**config.mk**
```make
export PLATFORM = sky130hd
export DESIGN_NAME = ika87ad_opfetch_flat
export DESIGN_NICKNAME = d
export VERILOG_FILES = /design/src/rtl/ika87ad_opfetch_if.sv /design/src/rtl/ika87ad_opfetch.sv /design/src/flat_wrapper.sv
export SDC_FILE = /design/constraint.sdc
export NUM_CORES = 1
export LEC_CHECK = 0
export CAP_MARGIN = 20
export CORE_AREA = 2 2 47 49
export CTS_BUF_LIST = sky130_fd_sc_hd__clkbuf_4
export DETAILED_ROUTE_END_ITERATION = 7
export DIE_AREA = 0 0 49 51
export PLACE_DENSITY_LB_ADDON = 0.2
export SYNTH_ARGS = -nofsm -noshare
export SYNTH_HDL_FRONTEND = slang
export SYNTH_SLANG_ARGS = --single-unit
export TNS_END_PERCENT = 30
```
**constraint.sdc**
```tcl
create_clock -name i_EMUCLK -period 1.5 [get_ports i_EMUCLK]
set_input_delay 0.15 -clock i_EMUCLK [delete_from_list [all_inputs] [get_ports i_EMUCLK]]
set_output_delay 0.15 -clock i_EMUCLK [all_outputs]
set_load 0.01 [all_outputs]
```
**src/rtl/ika87ad_opfetch_if.sv**
```systemverilog
// Opcode-fetch bundle: fetch bytes in, assembled
// instruction out to the decoder.
interface ika87ad_opfetch_if;
  logic       i_MCUCLK_PCEN;
  logic       i_FETCH_VLD;
  logic [7:0] i_FETCH_DATA;
  logic       i_FLUSH;
  logic       i_DEC_ACK;
  logic       o_FETCH_RDY;
  logic [7:0] o_OPCODE;
  logic [2:0] o_OPCODE_PAGE;
  logic       o_OP_VLD;
  logic       o_PREFIX_PEND;
  logic [1:0] o_FETCH_CNT;

  modport slave (
    input  i_MCUCLK_PCEN,
    input  i_FETCH_VLD,
    input  i_FETCH_DATA,
    input  i_FLUSH,
    input  i_DEC_ACK,
    output o_FETCH_RDY,
    output o_OPCODE,
    output o_OPCODE_PAGE,
    output o_OP_VLD,
    output o_PREFIX_PEND,
    output o_FETCH_CNT
  );

  modport master (
    output i_MCUCLK_PCEN,
    output i_FETCH_VLD,
    output i_FETCH_DATA,
    output i_FLUSH,
    output i_DEC_ACK,
    input  o_FETCH_RDY,
    input  o_OPCODE,
    input  o_OPCODE_PAGE,
    input  o_OP_VLD,
    input  o_PREFIX_PEND,
    input  o_FETCH_CNT
  );
endinterface

```
**src/rtl/ika87ad_opfetch.sv**
```systemverilog
// Opcode fetch assembler: folds an optional page
// prefix and the opcode byte into one instruction.
module ika87ad_opfetch (
  input  logic                 i_EMUCLK,
  input  logic                 i_RESET_n,
  ika87ad_opfetch_if.slave     bus
);

  typedef enum logic [1:0] {
    IDLE   = 2'd0,
    PREFIX = 2'd1,
    HOLD   = 2'd2
  } state_t;

  state_t     state_q, state_d;
  logic [7:0] opcode_q, opcode_d;
  logic [2:0] page_q, page_d;
  logic [1:0] cnt_q, cnt_d;

  logic       rdy;
  logic       accept;
  logic       is_pfx;
  logic [2:0] pfx_page;

  always_comb begin
    is_pfx   = 1'b1;
    pfx_page = 3'd0;
    unique case (bus.i_FETCH_DATA)
      8'h48:   pfx_page = 3'd1;
      8'h60:   pfx_page = 3'd2;
      8'h64:   pfx_page = 3'd3;
      8'h70:   pfx_page = 3'd4;
      8'h74:   pfx_page = 3'd5;
      default: is_pfx   = 1'b0;
    endcase
  end

  // HOLD passes a new byte through only when the
  // decoder is releasing the held instruction.
  assign rdy    = (state_q != HOLD) | bus.i_DEC_ACK;
  assign accept = bus.i_MCUCLK_PCEN & bus.i_FETCH_VLD & rdy;

  always_comb begin
    state_d  = state_q;
    opcode_d = opcode_q;
    page_d   = page_q;
    cnt_d    = cnt_q;
    if (bus.i_MCUCLK_PCEN) begin
      if (bus.i_FLUSH) begin
        state_d = IDLE;
        page_d  = 3'd0;
        cnt_d   = 2'd0;
      end else begin
        unique case (state_q)
          IDLE, HOLD: begin
            if (accept) begin
              cnt_d = 2'd1;
              if (is_pfx) begin
                state_d = PREFIX;
                page_d  = pfx_page;
              end else begin
                state_d  = HOLD;
                opcode_d = bus.i_FETCH_DATA;
                page_d   = 3'd0;
              end
            end else if (state_q == HOLD && bus.i_DEC_ACK) begin
              state_d = IDLE;
              cnt_d   = 2'd0;
            end
          end
          PREFIX: begin
            if (accept) begin
              state_d  = HOLD;
              opcode_d = bus.i_FETCH_DATA;
              cnt_d    = 2'd2;
            end
          end
          default: begin
            state_d = IDLE;
            page_d  = 3'd0;
            cnt_d   = 2'd0;
          end
        endcase
      end
    end
  end

  always_ff @(posedge i_EMUCLK or negedge i_RESET_n) begin
    if (!i_RESET_n) begin
      state_q  <= IDLE;
      opcode_q <= 8'h00;
      page_q   <= 3'd0;
      cnt_q    <= 2'd0;
    end else begin
      state_q  <= state_d;
      opcode_q <= opcode_d;
      page_q   <= page_d;
      cnt_q    <= cnt_d;
    end
  end

  assign bus.o_FETCH_RDY   = rdy;
  assign bus.o_OPCODE      = opcode_q;
  assign bus.o_OPCODE_PAGE = page_q;
  assign bus.o_OP_VLD      = (state_q == HOLD);
  assign bus.o_PREFIX_PEND = (state_q == PREFIX);
  assign bus.o_FETCH_CNT   = cnt_q;

endmodule

```
**src/flat_wrapper.sv**
```systemverilog
// flat-port wrapper written by rule: the top's interface ports become plain ports
module ika87ad_opfetch_flat 
  (i_EMUCLK, i_RESET_n, bus_i_MCUCLK_PCEN, bus_i_FETCH_VLD, bus_i_FETCH_DATA, bus_i_FLUSH, bus_i_DEC_ACK, bus_o_FETCH_RDY, bus_o_OPCODE, bus_o_OPCODE_PAGE, bus_o_OP_VLD, bus_o_PREFIX_PEND, bus_o_FETCH_CNT);
  ika87ad_opfetch_if bus_i ();
  input  logic i_EMUCLK;
  input  logic i_RESET_n;
  input wire logic [$bits(bus_i.i_MCUCLK_PCEN)-1:0] bus_i_MCUCLK_PCEN;
  input wire logic [$bits(bus_i.i_FETCH_VLD)-1:0] bus_i_FETCH_VLD;
  input wire logic [$bits(bus_i.i_FETCH_DATA)-1:0] bus_i_FETCH_DATA;
  input wire logic [$bits(bus_i.i_FLUSH)-1:0] bus_i_FLUSH;
  input wire logic [$bits(bus_i.i_DEC_ACK)-1:0] bus_i_DEC_ACK;
  output wire logic [$bits(bus_i.o_FETCH_RDY)-1:0] bus_o_FETCH_RDY;
  output wire logic [$bits(bus_i.o_OPCODE)-1:0] bus_o_OPCODE;
  output wire logic [$bits(bus_i.o_OPCODE_PAGE)-1:0] bus_o_OPCODE_PAGE;
  output wire logic [$bits(bus_i.o_OP_VLD)-1:0] bus_o_OP_VLD;
  output wire logic [$bits(bus_i.o_PREFIX_PEND)-1:0] bus_o_PREFIX_PEND;
  output wire logic [$bits(bus_i.o_FETCH_CNT)-1:0] bus_o_FETCH_CNT;
  assign bus_i.i_MCUCLK_PCEN = bus_i_MCUCLK_PCEN;
  assign bus_i.i_FETCH_VLD = bus_i_FETCH_VLD;
  assign bus_i.i_FETCH_DATA = bus_i_FETCH_DATA;
  assign bus_i.i_FLUSH = bus_i_FLUSH;
  assign bus_i.i_DEC_ACK = bus_i_DEC_ACK;
  assign bus_o_FETCH_RDY = bus_i.o_FETCH_RDY;
  assign bus_o_OPCODE = bus_i.o_OPCODE;
  assign bus_o_OPCODE_PAGE = bus_i.o_OPCODE_PAGE;
  assign bus_o_OP_VLD = bus_i.o_OP_VLD;
  assign bus_o_PREFIX_PEND = bus_i.o_PREFIX_PEND;
  assign bus_o_FETCH_CNT = bus_i.o_FETCH_CNT;
  ika87ad_opfetch u_core (.i_EMUCLK(i_EMUCLK), .i_RESET_n(i_RESET_n), .bus(bus_i));
endmodule
```
==> impl_results.md <==
- Outcome: finished, violations left
- Violated checks: setup timing
- Worst setup SP type: input pin
- Initial Util: 34.26%
- Clock root buffer: clkbuf_4
- Seq/Total Area, Yosys: 53.10%
- # nets final: 128
- Initial DRC count: 4
- Reg2reg start: u_core.state_q[0]
- Slew margin rel.: 82.25%
- Setup_tns: -0.2566 ns
- Port Buffers: 29
- Hold Path Class: in -> async
- # fillers: 197
- Overall die height: roughly 50 microns
- # diodes: 0
- Post-route setup slack: -0.06589 ns
- Hold Slack: 0.1636 ns
- Final Max Slew Viols: 0
- Synth async-reset ratio: 100.0%
- Pwr Total: 1.092 mW
- Skew final: about 0.0086 ns
- Crit-path cells: dlygate4sd2_1 > or4b_4 > o31ai_4 > buf_6 > mux2_4
- Main synth FF type: dfrtp_1
- P_leak: 0.6052 nW
- Placer's final routability congestion estimate: 0.7179
- Placed Instances: between 100 and 150
- Vias in the first global route: between 600 and 700
- CTS Buf Count: 3
- Post-route DRC: 0
- YS warnings: 0
- Avg Synthesized Cell Area: 11.59 sq um
- Most frequently used cell type in the post-synthesis netlist: dfrtp_1
- Std-Cell Rows: 17
- VDD IR max: 684.3 uV
- RSZ-0062 raised after global routing: yes
- Setup crit end: u_core.bus.o_OPCODE[2]
- Mapped Cells: 61
- Maximum net fanout on the critical path: 5
- Slowest CP cell: or4b_4
- WP data arrival: 1.74 ns
- Pre-Repair DR Iteration Count: 4
- R2R cell count: 4
- DP Wirelength: 1340 microns
- Area of the core: 0.002063 sq mm
- Via-per-instance ratio: 4.936
- CTS H-Tree Depth: 1
- Largest area contributor in the netlist: dfrtp_1
- Power Dens Cells: 868.1 mW/mm^2
- Overall Global Routing Usage: 15.96%
- CP endpoint kind: flop
- First-pass GRT wire length: 3022 microns
- Final non-filler cell total: 141
- Worst-Skew Late Latency: between 0.2 and 0.3 ns
- Dominant cells by area after synthesis: dfrtp_1, mux2_2, a22o_1, nand2_1, o31ai_4
- Netlist cell types: 29
- TritonCTS clock tree: yes
- GRT Residual Overflow: 0
- Initial antenna violation count: 0
- Syn_nets: 75
- Layout area overhead: 77.88%
- Clk buf depth: 2
- Share of cells above drive strength 1: 36.28%
- Sink Count: 15
- Fin crit share: 104.4%
- Max-Cap Viols: 0
- Post-synth top cells: dfrtp_1, nand2_1, mux2_2
- Post-synth EDFFs: 0
- Die width: a little under 50 microns
- Register bit count reported by yosys: 15
- Clock period minus worst slack: 1.566 ns
- R2r setup slk: -0.06 ns
- Top Ports: 30
- DR WL/cell: 13.00 microns
- FF-to-FF End: u_core.bus.o_OPCODE[2]
- Final setup viols: 6
- Critical path class: in -> reg
- Clock transition at path regs: 0.10 ns
- Final hold vios: 0
- Largest net degree at the start of global routing: 16
- Peak Freq: 0.6386 GHz
- CP startpoint: bus_i_FETCH_DATA[7]
- Vias: between 600 and 700
- Synth top area share: 53.10%
- Netlist Area Pre-Place: 706.9 sq um
- Slowest stage delay, CP: 0.56 ns
- Die area: 0.002499 sq mm
- Worst EP required: 1.67 ns
- Worst-Margin Slew: 0.2638 ns
- WL final: 1833 microns
- Antenna viol nets, final: 0
worst min-delay path by stage:
| stage | to | slack (ns) | cells after the start |
|---|---|---|---|
| after CTS | u_core.bus.o_OPCODE[0] | 0.17 | 2 |
| after floorplan | u_core.bus.o_FETCH_CNT[0] | -0.15 | 0 |
| after global routing | u_core.bus.o_OPCODE[0] | 0.17 | 2 |
| after global placement | u_core.bus.o_FETCH_CNT[0] | 0.46 | 2 |
| final | u_core.bus.o_OPCODE[0] | 0.16 | 2 |
| after detailed placement | u_core.bus.o_OPCODE_PAGE[1] | 0.48 | 1 |
worst max-delay path, delay by kind of cell:
family / cells / cell delay (ns)
muxes: 1 / 0.30
AOI/OAI and AO/OA: 1 / 0.31
and+or+nand+nor: 1 / 0.56
buffers and inverters: 2 / 0.41
registers in the layout, summed over array words and instances (netlist names):
name and cells:
u_core.bus.o_FETCH_CNT 2, u_core.bus.o_OPCODE 8, u_core.state_q 2, u_core.bus.o_OPCODE_PAGE 3
area by class of cell:
class / instances / area [sq um] / share of cell area [%]
clock inverter: 1 / 5.005 / 0.3980
timing repair buffer: 49 / 439.2 / 34.93
sequential: 15 / 377.9 / 30.05
clock buffer: 3 / 22.52 / 1.791
multi-input combinational: 43 / 370.4 / 29.45
tap: 28 / 35.03 / 2.786
inverter: 2 / 7.507 / 0.5970
cell families after synthesis:
| kind of cell | count (synthesis) | share of synthesized area (%) |
|---|---|---|
| AOI/OAI and AO/OA | 16 | 18.41 |
| buffers and inverters | 3 | 1.593 |
| DFF | 15 | 53.10 |
| muxes | 5 | 7.964 |
| and+or+nand+nor | 22 | 18.94 |
per-stage QoR:
step / worst slack, ns / area, sq um / utilization, %
floorplan: -0.1045 / 708.2 / -
global placement: -0.5210 / 1171 / 56.76
detailed placement: -0.5503 / 1171 / 56.76
CTS: -0.07434 / 1242 / 60.22
global route: -0.1000 / 1257 / 60.95
finish: -0.06589 / 1257 / 60.95
cells in the final DEF, fill, tap and decap left out, types with 2 or more instances in the layout:
cell type,count
clkdlybuf4s50_1,19
buf_4,18
dfrtp_1,13
dlygate4sd2_1,9
nand2_1,6
mux2_4,5
nor2b_1,3
a22o_1,3
clkbuf_4,3
inv_1,2
a21oi_1,2
buf_6,2
dfrtp_2,2
timing repair:
| item | 4_1_cts | 5_1_grt |
|---|---|---|
| endpoints found under the setup margin | 14 | 13 |
| hold buffers | 0 | 0 |
| buffers inserted | 1 | 0 |
| pin swaps | 5 | 3 |
| resized for setup | 21 | 5 |
power by group:
group / internal [mW] / switching, mW / total [mW]
Combinational: 0.232 / 0.130 / 0.362
Sequential: 0.462 / 0.0352 / 0.497
Clock: 0.0990 / 0.134 / 0.233
Total: 0.793 / 0.299 / 1.09
metal layers:
metal | vias up | part of all wire [%] | global-route usage, %
met5 | - | 0 | 0
met4 | 0 | 1.5 | 8.571
li1 | 332 | - | -
met3 | 4 | 4.7 | 2.924
met1 | 340 | 46 | 18.11
met2 | 20 | 48 | 28.54
Power figures use the tool's default switching activity.
